## src/rtl/sad_pkg.sv

```systemverilog
// Shared types and constants for the minimum-SAD tracker.
package sad_pkg;

    localparam int unsigned SAD_W_DEF   = 32;
    localparam int unsigned COORD_W_DEF = 8;

    typedef logic [1:0] state_t;

    localparam state_t ST_IDLE   = 2'd0;
    localparam state_t ST_SEARCH = 2'd1;
    localparam state_t ST_DONE   = 2'd2;

    // Default-width empty-slot marker; the top uses '1 so any SAD_W works.
    localparam logic [SAD_W_DEF-1:0] SAD_EMPTY = '1;

endpackage

```

## src/rtl/sad_insert_cell.sv

```systemverilog
// One slot of the sorted best-match list: keep, take the candidate, or take the slot above.
module sad_insert_cell
    import sad_pkg::*;
#(
    parameter int unsigned SAD_W   = SAD_W_DEF,
    parameter int unsigned COORD_W = COORD_W_DEF
) (
    input  logic [SAD_W-1:0]   own_sad_i,
    input  logic [COORD_W-1:0] own_row_i,
    input  logic [COORD_W-1:0] own_col_i,
    input  logic [SAD_W-1:0]   up_sad_i,
    input  logic [COORD_W-1:0] up_row_i,
    input  logic [COORD_W-1:0] up_col_i,
    input  logic [SAD_W-1:0]   cand_sad_i,
    input  logic [COORD_W-1:0] cand_row_i,
    input  logic [COORD_W-1:0] cand_col_i,
    input  logic               le_up_i,
    output logic [SAD_W-1:0]   nxt_sad_o,
    output logic [COORD_W-1:0] nxt_row_o,
    output logic [COORD_W-1:0] nxt_col_o,
    output logic               le_o
);

    logic le_own;

    always_comb begin
        // <= lets a later equal candidate rank ahead, and also fills all-ones empty slots.
        le_own    = (cand_sad_i <= own_sad_i);
        le_o      = le_up_i | le_own;
        nxt_sad_o = own_sad_i;
        nxt_row_o = own_row_i;
        nxt_col_o = own_col_i;
        if (le_up_i) begin
            nxt_sad_o = up_sad_i;
            nxt_row_o = up_row_i;
            nxt_col_o = up_col_i;
        end else if (le_own) begin
            nxt_sad_o = cand_sad_i;
            nxt_row_o = cand_row_i;
            nxt_col_o = cand_col_i;
        end
    end

endmodule

```

## src/rtl/sad_min_tracker.sv

```systemverilog
// Streams SAD candidates and keeps the DEPTH lowest, sorted, per search window.
// Optional: define SAD_EARLY_EXIT_EN to end the window on an accepted SAD of zero.
module sad_min_tracker
    import sad_pkg::*;
#(
    parameter int unsigned SAD_W   = SAD_W_DEF,
    parameter int unsigned COORD_W = COORD_W_DEF,
    parameter int unsigned DEPTH   = 4
) (
    input  logic                       clk,
    input  logic                       rst_n,
    input  logic                       start,
    input  logic                       in_valid,
    output logic                       in_ready,
    input  logic [SAD_W-1:0]           sad_in,
    input  logic [COORD_W-1:0]         row_in,
    input  logic [COORD_W-1:0]         column_in,
    input  logic                       in_last,
    output logic [DEPTH*SAD_W-1:0]     best_sad,
    output logic [DEPTH*COORD_W-1:0]   best_row,
    output logic [DEPTH*COORD_W-1:0]   best_column,
    output logic [$clog2(DEPTH+1)-1:0] best_count,
    output logic                       busy,
    output logic                       done
);

    localparam int unsigned CNT_W = $clog2(DEPTH + 1);

    state_t             state_q, state_d;
    logic               done_q, done_d;
    logic [CNT_W-1:0]   count_q, count_d;
    logic [SAD_W-1:0]   sad_q [DEPTH];
    logic [SAD_W-1:0]   sad_d [DEPTH];
    logic [COORD_W-1:0] row_q [DEPTH];
    logic [COORD_W-1:0] row_d [DEPTH];
    logic [COORD_W-1:0] col_q [DEPTH];
    logic [COORD_W-1:0] col_d [DEPTH];
    logic [SAD_W-1:0]   nxt_sad [DEPTH];
    logic [COORD_W-1:0] nxt_row [DEPTH];
    logic [COORD_W-1:0] nxt_col [DEPTH];
    logic [DEPTH:0]     le_chain;
    logic               accept;
    logic               win_end;

    assign le_chain[0] = 1'b0;

    for (genvar i = 0; i < DEPTH; i++) begin : g_slot
        localparam int unsigned Up = (i == 0) ? 0 : i - 1;
        sad_insert_cell #(
            .SAD_W   (SAD_W),
            .COORD_W (COORD_W)
        ) u_cell (
            .own_sad_i  (sad_q[i]),
            .own_row_i  (row_q[i]),
            .own_col_i  (col_q[i]),
            .up_sad_i   (sad_q[Up]),
            .up_row_i   (row_q[Up]),
            .up_col_i   (col_q[Up]),
            .cand_sad_i (sad_in),
            .cand_row_i (row_in),
            .cand_col_i (column_in),
            .le_up_i    (le_chain[i]),
            .nxt_sad_o  (nxt_sad[i]),
            .nxt_row_o  (nxt_row[i]),
            .nxt_col_o  (nxt_col[i]),
            .le_o       (le_chain[i+1])
        );
    end

    assign in_ready = (state_q == ST_SEARCH) && !start;
    assign accept   = in_valid && in_ready;

`ifdef SAD_EARLY_EXIT_EN
    assign win_end = in_last || (sad_in == '0);
`else
    assign win_end = in_last;
`endif

    always_comb begin
        state_d = state_q;
        done_d  = 1'b0;
        count_d = count_q;
        sad_d   = sad_q;
        row_d   = row_q;
        col_d   = col_q;
        if (start) begin
            state_d = ST_SEARCH;
            count_d = '0;
            for (int i = 0; i < DEPTH; i++) begin
                sad_d[i] = '1;
                row_d[i] = '0;
                col_d[i] = '0;
            end
        end else if (accept) begin
            sad_d = nxt_sad;
            row_d = nxt_row;
            col_d = nxt_col;
            if (count_q != CNT_W'(DEPTH)) begin
                count_d = count_q + 1'b1;
            end
            if (win_end) begin
                state_d = ST_DONE;
                done_d  = 1'b1;
            end
        end
    end

    always_ff @(posedge clk or negedge rst_n) begin
        if (!rst_n) begin
            state_q <= ST_IDLE;
            done_q  <= 1'b0;
            count_q <= '0;
            for (int i = 0; i < DEPTH; i++) begin
                sad_q[i] <= '1;
                row_q[i] <= '0;
                col_q[i] <= '0;
            end
        end else begin
            state_q <= state_d;
            done_q  <= done_d;
            count_q <= count_d;
            sad_q   <= sad_d;
            row_q   <= row_d;
            col_q   <= col_d;
        end
    end

    always_comb begin
        best_sad    = '0;
        best_row    = '0;
        best_column = '0;
        for (int i = 0; i < DEPTH; i++) begin
            best_sad[i*SAD_W +: SAD_W]        = sad_q[i];
            best_row[i*COORD_W +: COORD_W]    = row_q[i];
            best_column[i*COORD_W +: COORD_W] = col_q[i];
        end
    end

    assign best_count = count_q;
    assign busy       = (state_q == ST_SEARCH);
    assign done       = done_q;

endmodule
```

## config.mk

```make
export PLATFORM = sky130hd
export DESIGN_NAME = sad_min_tracker
export DESIGN_NICKNAME = d
export VERILOG_FILES = /design/src/rtl/sad_pkg.sv /design/src/rtl/sad_insert_cell.sv /design/src/rtl/sad_min_tracker.sv
export SDC_FILE = /design/constraint.sdc
export NUM_CORES = 1
export LEC_CHECK = 0
export CORE_MARGIN = 2
export CORE_UTILIZATION = 30
export DETAILED_ROUTE_END_ITERATION = 8
export PLACE_DENSITY_LB_ADDON = 0.25
export SLEW_MARGIN = 20
export SYNTH_ARGS = -nofsm -noshare
export SYNTH_HDL_FRONTEND = slang
export SYNTH_SLANG_ARGS = --single-unit
```

## constraint.sdc

```tcl
create_clock -name clk -period 10.6 [get_ports clk]
set_clock_uncertainty 0.2 [all_clocks]
set_input_delay 2.12 -clock clk [delete_from_list [all_inputs] [get_ports clk]]
set_output_delay 2.12 -clock clk [all_outputs]
set_load 0.005 [all_outputs]
```

==> summary.md, run 1 <==
| Metric | Value |
|---|---|
| Vias in the first global route | `11503` |
| Commonest cells in the synthesized netlist | `inv_1, nor2_1, ha_1, dfstp_2, nand2_1` |
| Largest net degree at the start of global routing | `97` |
| Setup Buffers After CTS | `0` |
| Critical Path AT | `7.26 ns` |
| Final hold violation count | `0` |
| Switching power | `between 600 and 700 uW` |
| Worst-margin pin slew | `1.04 ns` |
| Core ar. | `roughly 43000 um2` |
| DRC Markers | `0` |
| Clock-pin transition on the worst setup and hold timing paths | `0.08 ns` |
| Async SR Flop Fraction | `100%` |
| # diodes | `0` |
| Area Overhead vs Synth | `27.7%` |
| Final Max Slew Viols | `0` |
| Sequential power share | `between 40% and 50%` |
| HP Class | `reg -> reg` |
| Starting Density | `a little under a third` |
| Unique masters post-synth | `between 40 and 50` |
| First-pass GRT wire length | `69.5 mm` |
| Sw Share | `roughly a third` |
| Mean post-synth cell area | `roughly 9 um2` |
| Cell taking the most area after synthesis | `dfstp_2` |
| Die Span Y | `212 um` |
| Placer Congestion | `0.828` |
| WL final | `44.8 mm` |
| CTS Buf Count | `17` |
| Die Wd | `around 210 um` |
| Crit Path Category | `in -> reg` |
| Fin nets | `~1800` |
| Row count | `between 70 and 80` |
| CP Max Fanout | `66` |
| TritonCTS clock tree | `built` |
| Cts repair resizes | `0` |
| Via count | `approximately 11000` |
| Synth Warn # | `0` |
| Mapped Cells | `~1400` |
| Synth top area share | `roughly a quarter` |
| Lkg Pwr | `between 7 and 8 nW` |
| Status | `complete, no violations` |
| All-Layer GR Usage | `about 20%` |
| Worst setup SP type | `input port` |
| Max-cap violation count | `0` |
| Post-DP HPWL | `31.0 mm` |
| Yosys reg bits | `about 200` |
| Fmax | `around 140 MHz` |
| CTS sink count | `around 200` |
| Max Buffers Root-to-Sink | `2` |
| Max-slew headroom | `~30%` |
| RSZ-0062 raised after global routing | `no` |
| H-tree depth | `4` |
| Clock Latency Late Sink | `around 0.46 ns` |
| Maximum vdd drop | `approximately 0.11 mV` |
| Initial antenna violation count | `0` |
| Number of port buffers | `between 200 and 300` |
| Synth Flop Type | `dfstp_2` |
| Final period util | `roughly 67%` |
| DRT antenna net count | `0` |
| Cell Int Power | `between 1 and 1.5 mW` |
| Final setup fails | `0` |
| Clock tree root driver cell | `clkbuf_16` |
| Die area | `approximately 45000 um2` |
| Hold_buf cts | `0` |
| Power density cells | `about 130 nW/um2` |
| Synth Cell Area | `between 10000 and 15000 um2` |
| CP Capture Type | `flop` |
| Register area share after synthesis | `just under 40%` |
| I/O pin cnt | `between 200 and 300` |
| Vias per cell | `between 5 and 6` |
| Post-synth net total | `~1600` |
| Min Tclk post-route | `~7.1 ns` |
| Worst EP required | `around 11 ns` |
| Drt initial violations | `about 620` |
| DRT Pass-1 Iters | `5` |
| Routed wire per std cell | `about 20 um` |
| Top post-synthesis cells by area | `dfstp_2, dfrtp_1, ha_1` |
| Logic pwr share | `26.4%` |
| Post-synth EDFFs | `0` |
| Global route overflow | `0` |
| Clock power share | `between 30% and 40%` |
| Final setup TNS | `0 ns` |
| Count leader, synth | `inv_1` |
| Share of layout cells above drive strength 1 | `12.6%` |
| Pwr Total | `2.14 mW` |
## layer usage
layer | track usage (%) | vias up | share of wire [%]
li1 | - | 5408 | -
met1 | 26.7 | 5498 | 45
met2 | 33.2 | 284 | 47
met3 | 5.38 | 19 | 6.4
met4 | 4.69 | 0 | 0.90
met5 | 0 | - | 0
## through the flow
stage                     instances  area (um2)  utilization, %  hold WS [ns]  setup slack, ns
after floorplan                1410       13000               -         0.242             5.46
after CTS                      2198       16600            38.6         0.293             3.49
after detailed placement       2166       16000            37.3         0.277             2.93
final                          2198       16600            38.6         0.292             3.53
after global routing           2198       16600            38.6         0.316             3.24
after global placement         2166       16000            37.3         0.252             3.05
## worst max-delay path, stage by stage
cell             delay (ns)
clkdlybuf4s50_1        0.59
ha_1                   0.42
nand4_1                0.13
or4_1                  0.60
a21o_1                 0.19
o211ai_1               0.16
a22oi_2                0.09
buf_4                  0.30
or4_4                  0.61
buf_4                  0.46
a21oi_4                0.76
buf_4                  0.51
a221o_1                0.23
## cell families (layout without fill, tap and decap cells)
family	after synthesis	count (layout)	synth area share, %
AO/OA/AOI/OAI	362	362	19.6
flip-flops	198	198	39.4
adder cells (fa/ha/maj)	130	130	12.5
AND/OR/NAND/NOR	389	389	14.2
multiplexers	81	81	6.38
XOR/XNOR	1	1	0.0676
buffers and inverters	249	452	7.70
## flip-flops by register name (all words and copies together), names as in the netlist
| register | flops |
|---|---|
| best_column | 32 |
| best_sad | 128 |
| done | 1 |
| best_row | 32 |
| best_count | 3 |
| state_q | 2 |
## worst paths after layout
path | from | end | slack [ns] | cells after the start
setup / recovery | sad_in[14] | best_row[17] | 3.53 | 13
hold reg to reg | best_sad[64] | best_sad[64] | 0.29 | 2
setup reg to reg | best_sad[14] | best_row[17] | 5.26 | 13
min in group asynchronous | rst_n | best_sad[123] | 1.88 | 1
hold / removal | best_sad[64] | best_sad[64] | 0.29 | 2
max in group asynchronous | rst_n | best_row[11] | 6.62 | 3
## cell usage in the layout, fill, tap and decap left out, types with 4 or more instances in the layout
master,instances
a211o_1,34
a211oi_1,43
a21o_1,7
a21oi_1,54
a221o_1,19
a221oi_1,23
a22oi_1,62
and4_1,5
buf_4,19
clkbuf_16,17
clkdlybuf4s50_1,248
dfrtp_1,70
dfstp_2,128
ha_1,130
inv_1,152
mux2_2,13
mux2i_1,68
nand2_1,85
nand2b_1,33
nand3_1,12
nand3b_1,4
nand4_1,22
nor2_1,150
nor2b_1,7
nor3_1,5
nor4_1,20
o21ai_0,74
o21bai_1,32
or3_1,31
## area by class of cell
cell class              count  area [um2]
multi-input cells         963        6930
inverters                 152         571
well taps                 585         732
clock buffers              18         429
flip-flops and latches    198        5110
clock inverters            14         145
fillers                  4293       26300
repair buffers            268        2640
## power by group through the flow
stage	sequential (mW)	clock (mW)	combinational [mW]
2_1_floorplan	0.909	0	0.281
3_3_place_gp	0.922	0	0.562
3_5_place_dp	0.923	0	0.572
4_1_cts	0.912	0.684	0.574
5_1_grt	0.921	0.711	0.631
6_report	0.910	0.666	0.565
Power figures use the tool's default switching activity.
==> inputs of run 2 (changes only) <==
- clock period: 10.6 -> 6.5 ns (I/O delays scaled with it)
==> run 2 against run 1 <==
  * Combinational power increased by 64%
  * Non-clock buffer count up 7
  * Utilization increased by 0.29 points
  * First-iteration DRC count increased by 12%
  * Routed wire length down 0.86%
  * Sequential cell count did not move
  * Sequential power up 64%
  * Power up 67%
  * Die area is the same
  * Setup slack got worse by 2.4 ns
==> summary.md, run 2 (synthesized netlist as in run 1, its figures left out) <==
| Metric | Value |
|---|---|
| Die area | `44900 um2 (unchanged)` |
| DRT antenna net count | `0 (unchanged)` |
| Crit-path max cell delay | `0.71 ns (was 0.76 ns)` |
| Crit Path Category | `in -> reg (unchanged)` |
| H-tree depth | `4 (unchanged)` |
| Die Wd | `212 um (unchanged)` |
| Max-cap violation count | `0 (unchanged)` |
| Register-to-Register Path Depth | `10 (was 13)` |
| All-Layer GR Usage | `19.8% (was 20.3%)` |
| Number of port buffers | `250 (unchanged)` |
| CTS Buf Count | `17 (unchanged)` |
| WHS | `0.298 ns (was 0.292 ns)` |
| Vias in the first global route | `11154 (was 11503)` |
| Worst EP required | `6.61 ns (was 10.79 ns)` |
| GR Util met3 | `4.63% (was 5.38%)` |
| Final setup fails | `0 (unchanged)` |
| Final Max Slew Viols | `0 (unchanged)` |
| GR peak layer | `met2 (unchanged)` |
| DRC Markers | `0 (unchanged)` |
| Max reg flops | `128 (unchanged)` |
| Area Overhead vs Synth | `28.6% (was 27.7%)` |
| Placed cells | `2172 (was 2166)` |
| DRT Pass-1 Iters | `6 (was 5)` |
| Final hold violation count | `0 (unchanged)` |
| I/O pin cnt | `251 (unchanged)` |
| Global route overflow | `0 (unchanged)` |
| Setup Buffers After CTS | `0 (unchanged)` |
| Worst Min Path Start | `best_sad[64] (unchanged)` |
| # diodes | `0 (unchanged)` |
| WHS Endpoint | `best_sad[64] (unchanged)` |
| Worst-margin pin slew | `0.934 ns (was 1.04 ns)` |
| CP Max Fanout | `36 (was 66)` |
| Reg area | `5110 um2 (unchanged)` |
| CP Capture Type | `flop (unchanged)` |
| CP max stage cell | `or4_1 (was a21oi_4)` |
| R2R Setup Slk | `2.10 ns (was 5.26 ns)` |
| Drt initial violations | `699 (was 622)` |
| Core ar. | `42900 um2 (unchanged)` |
| Fmax | `about 190 MHz` |
| Largest net degree at the start of global routing | `86 (was 97)` |
| Worst r2r src | `best_sad[94] (was best_sad[14])` |
| Die Span Y | `212 um (unchanged)` |
| Worst setup margin | `1.15 ns (was 3.53 ns)` |
| Post-DP HPWL | `31.5 mm (was 31.0 mm)` |
| Clock tree root driver cell | `clkbuf_16 (unchanged)` |
| Worst slack, placed | `0.707 ns (was 2.93 ns)` |
| CTS sink count | `198 (unchanged)` |
| Vias per cell | `5.12 (was 5.10)` |
| HP Class | `reg -> reg (unchanged)` |
| Final std cells w/o fill | `2205 (was 2198)` |
| RR Endpoint | `best_row[27] (was best_row[17])` |
| Share of layout cells above drive strength 1 | `13.1% (was 12.6%)` |
| Critical Path AT | `5.46 ns (was 7.26 ns)` |
| Pwr Total | `3.57 mW (was 2.14 mW)` |
| Met1 usage | `26.9% (was 26.7%)` |
| Starting Density | `30.2% (unchanged)` |
| Routed wire per std cell | `20.1 um (was 20.4 um)` |
| Most common cell after layout, fill and taps aside | `clkdlybuf4s50_1 (unchanged)` |
| Clock Latency Late Sink | `0.47 ns (was 0.46 ns)` |
| Fill count | `4300 (was 4293)` |
| Max-slew headroom | `37.8% (was 30.4%)` |
| WL final | `44.4 mm (was 44.8 mm)` |
| First-pass GRT wire length | `68.2 mm (was 69.5 mm)` |
| Initial antenna violation count | `1 (was 0)` |
| Cts repair resizes | `0 (unchanged)` |
| Worst setup SP type | `input port (unchanged)` |
| Met2 Resource Use GR | `32.2% (was 33.2%)` |
| Min Tclk post-route | `~5.4 ns` |
| TritonCTS clock tree | `built (unchanged)` |
| Fin nets | `1790 (was 1783)` |
| Area occupied by multi-input gates | `6930 um2 (unchanged)` |
| Via count | `11292 (was 11209)` |
| Status | `complete, no violations (unchanged)` |
| Clock-pin transition on the worst setup and hold timing paths | `0.08 ns (about the same)` |
| RSZ-0062 raised after global routing | `no (unchanged)` |
| Max Buffers Root-to-Sink | `2 (unchanged)` |
| Power density cells | `214 nW/um2 (was 129 nW/um2)` |
| Most frequent cells in the layout | `clkdlybuf4s50_1, inv_1, nor2_1 (unchanged)` |
| Hold_buf cts | `0 (unchanged)` |
| Worst-path cell chain | `clkdlybuf4s50_1, ha_1, nand4_1, or4_1, a311oi_4, nor2_1, or4_4, o31ai_4, buf_4, a221oi_1 (was clkdlybuf4s50_1, ha_1, nand4_1, or4_1, a21o_1, o211ai_1, a22oi_2, buf_4, or4_4, buf_4, a21oi_4, buf_4, a221o_1)` |
| Row count | `76 (unchanged)` |
| Hold path depth | `2 (unchanged)` |
| Lkg Pwr | `7.93 nW (was 7.87 nW)` |
| Final period util | `between 80% and 90%` |
| Final setup TNS | `0 ns (unchanged)` |
| Maximum vdd drop | `0.196 mV (was 0.110 mV)` |
| Placer Congestion | `0.829 (was 0.828)` |
[run 2: changes by cell type in the layout (fill, tap and decap cells not counted), sizes merged]
cell      previous run  this run
clkinv               6         5
clkinvlp             2         4
bufinv               1         2
buf                 19        26
inv                157       156
clkbuf              19        18
[run 2: metrics by stage]
step / utilization, % / area, um2
detailed placement: 37.4 / 16000
floorplan: - / 13000
finish: 38.9 / 16700
global placement: 37.4 / 16000
CTS: 38.8 / 16700
global route: 38.9 / 16700
[run 2: final cells by class]
type / count / area share [%]
multi-input cells: 963 / 41.5
flip-flops and latches: 198 / 30.7
repair buffers: 275 / 16.3
well taps: 585 / 4.39
inverters: 152 / 3.42
clock buffers: 17 / 2.55
clock inverters: 15 / 1.16
[run 2: worst max path at each step]
stage | startpoint | endpoint | slack, ns | depth (start not counted)
floorplan | sad_in[14] | best_column[26] | 2.18 | 13
global placement | sad_in[27] | best_sad[125] | 0.76 | 11
detailed placement | sad_in[30] | best_column[25] | 0.71 | 10
CTS | sad_in[27] | best_column[25] | 1.19 | 11
global route | sad_in[27] | best_row[29] | 0.97 | 11
finish | sad_in[30] | best_row[27] | 1.15 | 10
[run 2: routing by layer]
layer / share of wire (%) / wire [um] / vias up
met1: 46 / 20300 / 5551
li1: - / - / 5417
met4: 1.0 / 464 / 2
met5: 0.029 / 13 / -
met2: 47 / 20800 / 293
met3: 6.3 / 2780 / 29
[run 2: critical path: cells and delay by family]
family                     cells  cell delay, ns
AOI/OAI and AO/OA              3            0.81
buffers and inverters          2            1.10
adders and majority gates      1            0.43
and+or+nand+nor                4            1.78
[run 2: where the power goes]
| group | leakage (nW) | internal, mW | switching [mW] |
|---|---|---|---|
| Sequential | 2.29 | 1.38 | 0.101 |
| Clock | 0.287 | 0.585 | 0.567 |
| Combinational | 5.35 | 0.430 | 0.498 |
